**src/rtl/sram_bist_pkg.sv**
```systemverilog
// Shared definitions for the SRAM March C- BIST engine.
//   - Controller state encoding (IDLE, RUN, FINAL, DONE).
//   - March element enumeration M0..M5.
//   - Per-element lookup functions: address direction, op count,
//     read background and write background.
//   - Total issue-cycle count for a given address width.
package sram_bist_pkg;

    typedef logic [1:0] bist_state_t;

    localparam bist_state_t ST_IDLE  = 2'd0;
    localparam bist_state_t ST_RUN   = 2'd1;
    localparam bist_state_t ST_FINAL = 2'd2;
    localparam bist_state_t ST_DONE  = 2'd3;

    typedef enum logic [2:0] {
        M0 = 3'd0,
        M1 = 3'd1,
        M2 = 3'd2,
        M3 = 3'd3,
        M4 = 3'd4,
        M5 = 3'd5
    } march_elem_e;

    // Address order: M3 and M4 run downward, all others upward.
    function automatic logic elem_down(input march_elem_e e);
        case (e)
            M3, M4:  return 1'b1;
            default: return 1'b0;
        endcase
    endfunction

    // Read-then-write elements take two cycles per address.
    function automatic logic elem_two_op(input march_elem_e e);
        case (e)
            M1, M2, M3, M4: return 1'b1;
            default:        return 1'b0;
        endcase
    endfunction

    // Background bit expected on reads of this element.
    function automatic logic elem_rbg(input march_elem_e e);
        case (e)
            M2, M4:  return 1'b1;
            default: return 1'b0;
        endcase
    endfunction

    // Background bit written by this element.
    function automatic logic elem_wbg(input march_elem_e e);
        case (e)
            M1, M3:  return 1'b1;
            default: return 1'b0;
        endcase
    endfunction

    // Sequencing of march elements; M5 is last and maps to itself.
    function automatic march_elem_e elem_next(input march_elem_e e);
        case (e)
            M0:      return M1;
            M1:      return M2;
            M2:      return M3;
            M3:      return M4;
            M4:      return M5;
            default: return M5;
        endcase
    endfunction

    // Issue cycles: M0 and M5 one per address, M1..M4 two per address.
    function automatic int unsigned total_cycles(input int unsigned aw);
        return 32'd10 << aw;
    endfunction

endpackage

```
**src/rtl/sram_bist_addr_gen.sv**
```systemverilog
// Up/down address counter for the March BIST engine.
// Ports:
//   clk, rst      clock and synchronous active-high reset
//   load_i        load start address (0 when going up, max when going down)
//   load_down_i   direction used for the load value
//   step_i        advance one address in the direction of dir_down_i
//   dir_down_i    direction of the element currently running
//   addr_o        current address (registered)
//   tc_o          terminal count for the current direction
module sram_bist_addr_gen #(
    parameter int AW = 10
) (
    input  logic          clk,
    input  logic          rst,
    input  logic          load_i,
    input  logic          load_down_i,
    input  logic          step_i,
    input  logic          dir_down_i,
    output logic [AW-1:0] addr_o,
    output logic          tc_o
);

    localparam logic [AW-1:0] ADDR_ZERO = {AW{1'b0}};
    localparam logic [AW-1:0] ADDR_MAX  = {AW{1'b1}};
    localparam logic [AW-1:0] ADDR_ONE  = {{(AW-1){1'b0}}, 1'b1};

    logic [AW-1:0] addr_r;

    // Address register: load has priority over step; never wraps because
    // the controller stops stepping at terminal count.
    always_ff @(posedge clk) begin
        if (rst) begin
            addr_r <= ADDR_ZERO;
        end else if (load_i) begin
            addr_r <= load_down_i ? ADDR_MAX : ADDR_ZERO;
        end else if (step_i) begin
            addr_r <= dir_down_i ? (addr_r - ADDR_ONE) : (addr_r + ADDR_ONE);
        end else begin
            addr_r <= addr_r;
        end
    end

    assign addr_o = addr_r;
    assign tc_o   = dir_down_i ? (addr_r == ADDR_ZERO) : (addr_r == ADDR_MAX);

endmodule

```
**src/rtl/sram_march_bist.sv**
```systemverilog
// March C- self-test engine and port arbiter for a single-port SRAM.
// Ports:
//   clk, rst                 clock, synchronous active-high reset
//   start_i                  start request (honoured in IDLE or DONE)
//   busy_o, done_o, fail_o   test status (done/fail sticky until next start)
//   fail_addr_o, fail_elem_o address and march element of first miscompare
//   func_*                   functional client port, passed through when idle
//   func_gnt_o               client grant (~busy & ~rst)
//   func_rdata_o             SRAM read data to the client
//   mem_*                    SRAM pins; mem_rdata_i valid one cycle after a read
module sram_march_bist
    import sram_bist_pkg::*;
#(
    parameter int AW = 10,
    parameter int DW = 8
) (
    input  logic            clk,
    input  logic            rst,
    input  logic            start_i,
    output logic            busy_o,
    output logic            done_o,
    output logic            fail_o,
    output logic [AW-1:0]   fail_addr_o,
    output logic [2:0]      fail_elem_o,
    input  logic            func_en_i,
    input  logic            func_we_i,
    input  logic [AW-1:0]   func_addr_i,
    input  logic [DW-1:0]   func_wdata_i,
    input  logic [DW/8-1:0] func_be_i,
    output logic            func_gnt_o,
    output logic [DW-1:0]   func_rdata_o,
    output logic            mem_en_o,
    output logic            mem_we_o,
    output logic [AW-1:0]   mem_addr_o,
    output logic [DW-1:0]   mem_wdata_o,
    output logic [DW/8-1:0] mem_be_o,
    input  logic [DW-1:0]   mem_rdata_i
);

    bist_state_t   state_r, state_nxt_s;
    logic          busy_r, busy_nxt_s;
    march_elem_e   elem_r, elem_nxt_s;
    logic          phase_r, phase_nxt_s;      // 0 = phase A (read), 1 = phase B (write)
    logic          cmp_pend_r, cmp_pend_nxt_s;
    logic [DW-1:0] exp_r, exp_nxt_s;
    logic [AW-1:0] cmp_addr_r, cmp_addr_nxt_s;
    march_elem_e   cmp_elem_r, cmp_elem_nxt_s;
    logic          done_r, done_nxt_s;
    logic          fail_r, fail_nxt_s;
    logic [AW-1:0] fail_addr_r, fail_addr_nxt_s;
    logic [2:0]    fail_elem_r, fail_elem_nxt_s;

    logic          agen_load_s, agen_load_down_s, agen_step_s, agen_tc_s;
    logic [AW-1:0] agen_addr_s;

    logic          run_s, two_op_s, cur_read_s, miscmp_s;
    logic [DW-1:0] bist_wdata_s;

    sram_bist_addr_gen #(.AW(AW)) u_addr_gen (
        .clk         (clk),
        .rst         (rst),
        .load_i      (agen_load_s),
        .load_down_i (agen_load_down_s),
        .step_i      (agen_step_s),
        .dir_down_i  (elem_down(elem_r)),
        .addr_o      (agen_addr_s),
        .tc_o        (agen_tc_s)
    );

    assign run_s        = (state_r == ST_RUN);
    assign two_op_s     = elem_two_op(elem_r);
    // Reads are phase A of two-op elements, or every access of M5.
    assign cur_read_s   = run_s & (two_op_s ? ~phase_r : (elem_r == M5));
    assign bist_wdata_s = {DW{elem_wbg(elem_r)}};
    // Compare the read data returned this cycle against last cycle's read.
    assign miscmp_s     = cmp_pend_r & (mem_rdata_i != exp_r);

    // Next-state, sequencing, compare-pipeline and status logic.
    always_comb begin
        state_nxt_s      = state_r;
        elem_nxt_s       = elem_r;
        phase_nxt_s      = phase_r;
        cmp_pend_nxt_s   = 1'b0;
        exp_nxt_s        = exp_r;
        cmp_addr_nxt_s   = cmp_addr_r;
        cmp_elem_nxt_s   = cmp_elem_r;
        done_nxt_s       = done_r;
        fail_nxt_s       = fail_r;
        fail_addr_nxt_s  = fail_addr_r;
        fail_elem_nxt_s  = fail_elem_r;
        agen_load_s      = 1'b0;
        agen_load_down_s = 1'b0;
        agen_step_s      = 1'b0;
        case (state_r)
            ST_IDLE, ST_DONE: begin
                if (start_i) begin
                    state_nxt_s     = ST_RUN;
                    elem_nxt_s      = M0;
                    phase_nxt_s     = 1'b0;
                    agen_load_s     = 1'b1;
                    done_nxt_s      = 1'b0;
                    fail_nxt_s      = 1'b0;
                    fail_addr_nxt_s = {AW{1'b0}};
                    fail_elem_nxt_s = 3'd0;
                end else begin
                    state_nxt_s = state_r;
                end
            end
            ST_RUN: begin
                if (miscmp_s) begin
                    // The access presented this cycle still goes out; stop after it.
                    state_nxt_s     = ST_DONE;
                    done_nxt_s      = 1'b1;
                    fail_nxt_s      = 1'b1;
                    fail_addr_nxt_s = cmp_addr_r;
                    fail_elem_nxt_s = cmp_elem_r;
                end else begin
                    cmp_pend_nxt_s = cur_read_s;
                    exp_nxt_s      = {DW{elem_rbg(elem_r)}};
                    cmp_addr_nxt_s = agen_addr_s;
                    cmp_elem_nxt_s = elem_r;
                    if (two_op_s && !phase_r) begin
                        phase_nxt_s = 1'b1;
                    end else begin
                        phase_nxt_s = 1'b0;
                        if (agen_tc_s) begin
                            if (elem_r == M5) begin
                                state_nxt_s = ST_FINAL;
                            end else begin
                                elem_nxt_s       = elem_next(elem_r);
                                agen_load_s      = 1'b1;
                                agen_load_down_s = elem_down(elem_next(elem_r));
                            end
                        end else begin
                            agen_step_s = 1'b1;
                        end
                    end
                end
            end
            ST_FINAL: begin
                // Only the compare of the last M5 read happens here.
                state_nxt_s = ST_DONE;
                done_nxt_s  = 1'b1;
                if (miscmp_s) begin
                    fail_nxt_s      = 1'b1;
                    fail_addr_nxt_s = cmp_addr_r;
                    fail_elem_nxt_s = cmp_elem_r;
                end else begin
                    fail_nxt_s = fail_r;
                end
            end
            default: begin
                state_nxt_s = ST_IDLE;
            end
        endcase
    end

    assign busy_nxt_s = (state_nxt_s == ST_RUN) | (state_nxt_s == ST_FINAL);

    // Controller registers; reset discards any pending compare.
    always_ff @(posedge clk) begin
        if (rst) begin
            state_r     <= ST_IDLE;
            busy_r      <= 1'b0;
            elem_r      <= M0;
            phase_r     <= 1'b0;
            cmp_pend_r  <= 1'b0;
            exp_r       <= {DW{1'b0}};
            cmp_addr_r  <= {AW{1'b0}};
            cmp_elem_r  <= M0;
            done_r      <= 1'b0;
            fail_r      <= 1'b0;
            fail_addr_r <= {AW{1'b0}};
            fail_elem_r <= 3'd0;
        end else begin
            state_r     <= state_nxt_s;
            busy_r      <= busy_nxt_s;
            elem_r      <= elem_nxt_s;
            phase_r     <= phase_nxt_s;
            cmp_pend_r  <= cmp_pend_nxt_s;
            exp_r       <= exp_nxt_s;
            cmp_addr_r  <= cmp_addr_nxt_s;
            cmp_elem_r  <= cmp_elem_nxt_s;
            done_r      <= done_nxt_s;
            fail_r      <= fail_nxt_s;
            fail_addr_r <= fail_addr_nxt_s;
            fail_elem_r <= fail_elem_nxt_s;
        end
    end

    // SRAM port arbiter: BIST owns the pins while busy, client otherwise.
    always_comb begin
        if (busy_r) begin
            mem_en_o    = run_s;
            mem_we_o    = run_s & ~cur_read_s;
            mem_addr_o  = agen_addr_s;
            mem_wdata_o = bist_wdata_s;
            mem_be_o    = {(DW/8){1'b1}};
        end else begin
            mem_en_o    = func_en_i;
            mem_we_o    = func_we_i;
            mem_addr_o  = func_addr_i;
            mem_wdata_o = func_wdata_i;
            mem_be_o    = func_be_i;
        end
        if (rst) begin
            mem_en_o = 1'b0;
        end else begin
            mem_en_o = mem_en_o;
        end
    end

    assign busy_o       = busy_r;
    assign done_o       = done_r;
    assign fail_o       = fail_r;
    assign fail_addr_o  = fail_addr_r;
    assign fail_elem_o  = fail_elem_r;
    assign func_gnt_o   = ~busy_r & ~rst;
    assign func_rdata_o = mem_rdata_i;

endmodule

```
**config.mk**
```make
export PLATFORM = sky130hd
export DESIGN_NAME = sram_march_bist
export DESIGN_NICKNAME = d
export VERILOG_FILES = /design/src/rtl/sram_bist_pkg.sv /design/src/rtl/sram_bist_addr_gen.sv /design/src/rtl/sram_march_bist.sv
export SDC_FILE = /design/constraint.sdc
export NUM_CORES = 1
export LEC_CHECK = 0
export ABC_AREA = 1
export BUFFER_PORTS_ARGS = -buffer_cell sky130_fd_sc_hd__buf_2
export CAP_MARGIN = 5
export CORE_MARGIN = 4
export CORE_UTILIZATION = 45
export CTS_CLUSTER_DIAMETER = 120
export DETAILED_ROUTE_END_ITERATION = 10
export GPL_TIMING_DRIVEN = 0
export PLACE_DENSITY = 0.7
export SYNTH_ARGS = -nofsm -noshare
export SYNTH_HDL_FRONTEND = slang
export SYNTH_SLANG_ARGS = --single-unit
export TNS_END_PERCENT = 10
```
**constraint.sdc**
```tcl
create_clock -name clk -period 3.05 [get_ports clk]
set_input_delay 0.4575 -clock clk [delete_from_list [all_inputs] [get_ports clk]]
set_output_delay 0.4575 -clock clk [all_outputs]
set_load 0.03 [all_outputs]
```
==> impl_metrics.env <==
export IMPL_final_antenna_net_count=0
export IMPL_multi_input_area_sq_um=1610
export IMPL_post_cts_buffers=0
export IMPL_arrival_ns=2.85
export IMPL_num_io_pins=78
export IMPL_ys_ff_latch=47
export IMPL_vdd_drop_max_mv=0.339
export IMPL_overflow=0
export IMPL_fin_tns_setup_ns=0
export IMPL_nFillCells=639
export IMPL_skew_ns=0.00744
export IMPL_synth_edff_count=0
export IMPL_die_height_um=87.4
export IMPL_layout_nets=565
export IMPL_max_freq_mhz=384
export IMPL_worstSetupEndpointType="register"
export IMPL_hold_path_class="in2reg"
export IMPL_drtIter0Drc=129
export IMPL_vias=3078
export IMPL_grt_antenna_before_repair=0
export IMPL_clockBufferDepth=2
export IMPL_stdcell_count=598
export IMPL_portBuffers=77
export IMPL_critPathMaxFanout=11
export IMPL_dp_hpwl_mm=6.10
export IMPL_power_leakage_nw=1.77
export IMPL_grt_pass1_vias=2794
export IMPL_dpl_cell_area_sq_um=3310
export IMPL_initial_core_util=0.470
export IMPL_ys_top_cells_by_count="nand2_1, nor2_1, nand3_1"
export IMPL_clock_sinks=47
export IMPL_synth_area_sq_um=2830
export IMPL_wl_met3_um=514
export IMPL_cts_buffers=5
export IMPL_routed_via_density=5.15
export IMPL_netlist_instances=438
export IMPL_required_ns=3.29
export IMPL_period_share=0.855
export IMPL_areaGrowthSynthToFinish_pct=20.9
export IMPL_yosysWarnings=0
export IMPL_setup_viol=0
export IMPL_critPathLaunchType="register"
export IMPL_firstDrtPassIters=4
export IMPL_drc=0
export IMPL_final_area_sq_um=3430
export IMPL_clkLatencyLatePin_ns=0.30
export IMPL_grt_start_max_net_pins=16
export IMPL_rsz0062_at_grt="no"
export IMPL_cts_hold_fix_buffers=0
export IMPL_synth_area_leader_cell="dfxtp_1"
export IMPL_dieArea_sq_um=7630
export IMPL_syn_avg_cell_area_sq_um=6.47
export IMPL_crit_type="reg2reg"
export IMPL_highest_layer="met4"
export IMPL_yosysMostFrequentCell="nand2_1"
export IMPL_slew_headroom=0.620
export IMPL_grt_pass1_wl_mm=12.9
export IMPL_tightestPinTransition_ns=0.570
export IMPL_dieWidth_um=87.4
export IMPL_cts_tree="yes"
export IMPL_setup_ws_ns=0.444
export IMPL_timing_final_crit_period_ns=2.61
export IMPL_num_rows=28
export IMPL_synth_top_flop_cell="dfxtp_1"
export IMPL_h_tree_depth=2
export IMPL_ys_types=31
export IMPL_routed_wl_mm=7.84
export IMPL_drive_above_1_share=0.208
export IMPL_routedWlPerCell_um=13.1
export IMPL_cts_resized=0
export IMPL_syn_nets=481
export IMPL_post_place_ws_ns=0.463
export IMPL_wl_met1_mm=3.58
export IMPL_routed_wl_met2_mm=3.71
export IMPL_ys_seq_area_frac=0.332
export IMPL_slew_viol_final=0
export IMPL_regArea_sq_um=941
export IMPL_status="finished clean"
export IMPL_root_buffer="clkbuf_8"
export IMPL_async_reset_ff_frac=0
export IMPL_cap_violations=0
export IMPL_antenna_cells=0
export IMPL_dp_cells=590
export IMPL_grt_usage=0.209
export IMPL_netlist_area_leader_share=0.332
export IMPL_synthTopCellsByArea="dfxtp_1, nand2_1, nand3_1"
export IMPL_cts_clk_slew_worst_paths_ns=0.09
export IMPL_powerDensity_nw_per_um2=535
export IMPL_gp_congestion=0.892
export IMPL_core_area_sq_um=6030
export IMPL_hold_violations=0
-- per-stage QoR --
stage                util  hold slack (ns)  power, mW
global route        0.569            0.378       1.94
global placement    0.550            0.451       1.36
floorplan               -            0.458       1.20
detailed placement  0.550            0.467       1.37
finish              0.569            0.381       1.83
CTS                 0.569            0.378       1.83
-- routing by layer --
| layer | track usage | vias to the layer above |
|---|---|---|
| met4 | 0.0460 | 0 |
| met2 | 0.346 | 89 |
| met3 | 0.0331 | 4 |
| li1 | - | 1580 |
| met5 | 0 | - |
| met1 | 0.285 | 1405 |
-- path summary, 6_finish.rpt --
check        cells past startpoint                   end       from  slack [ns]
max reg2reg                     15  u_addr_gen.addr_o[8]  elem_r[0]        0.44
max                             15  u_addr_gen.addr_o[8]  elem_r[0]        0.44
min                              2         cmp_elem_r[0]        rst        0.38
min reg2reg                      2                fail_o     fail_o        0.48
-- registers in the layout, indices dropped and copies added, names as in the netlist, 2 cells and up --
register,flops
cmp_addr_r,10
fail_addr_o,10
u_addr_gen.addr_o,10
cmp_elem_r,3
elem_r,3
fail_elem_o,3
state_r,2
-- final cells by class --
cell class | instances | share of cell area
plain buffers | 26 | 0.0420
clock buffers | 5 | 0.0201
clock inverters | 3 | 0.0128
inverters | 38 | 0.0416
multi-input cells | 327 | 0.469
flip-flops and latches | 47 | 0.275
well taps | 75 | 0.0274
repair buffers | 77 | 0.112
-- power breakdown --
group	leakage [nW]	switching [mW]	internal, mW	total, mW
clock	0.0581	0.225	0.244	0.469
sequential	0.384	0.0536	0.672	0.725
combinational	1.33	0.430	0.208	0.638
-- kinds of logic (layout without fill, tap and decap cells) --
kind of cell             after synthesis  count (layout)  synth area share
XOR/XNOR                               6               6            0.0185
AND/OR/NAND/NOR                      233             233             0.346
adder cells (fa/ha/maj)               11              11            0.0512
buffers and inverters                 64             149             0.101
AO/OA/AOI/OAI                         77              77             0.151
flip-flops                            47              47             0.332
-- cells in the final DEF (no fill, tap or decap), types with 2 or more instances in the layout --
master    count
dfxtp_1      47
xnor2_1       2
inv_1        34
clkbuf_1     15
nand4_1       2
nor2_1       54
nand3b_1      2
buf_4         8
o21ai_0      28
buf_6         2
nand3_1      49
xor2_1        4
inv_2         2
nor3_1        4
a21oi_1      41
o21ai_4       2
nand3_2       2
a21o_1        2
clkbuf_8      5
nand2_1     114
ha_1         10
nand2_2       3
clkinv_1      2
buf_2        78
-- worst max-delay path, cell delays in order (launching register included) --
cell and delay, ns:
dfxtp_1 0.52, nand2_2 0.13, o21ai_4 0.33, inv_2 0.09, fa_1 0.42, o21ai_0 0.35, nand3_1 0.12, nand2_1 0.12
nand2_1 0.08, nand2_1 0.06, nand2_1 0.04, nand2_1 0.05, nand2_1 0.05, nand2_1 0.05, nor2_1 0.04, nor2_1 0.09
(Power assumes the default switching activity.)
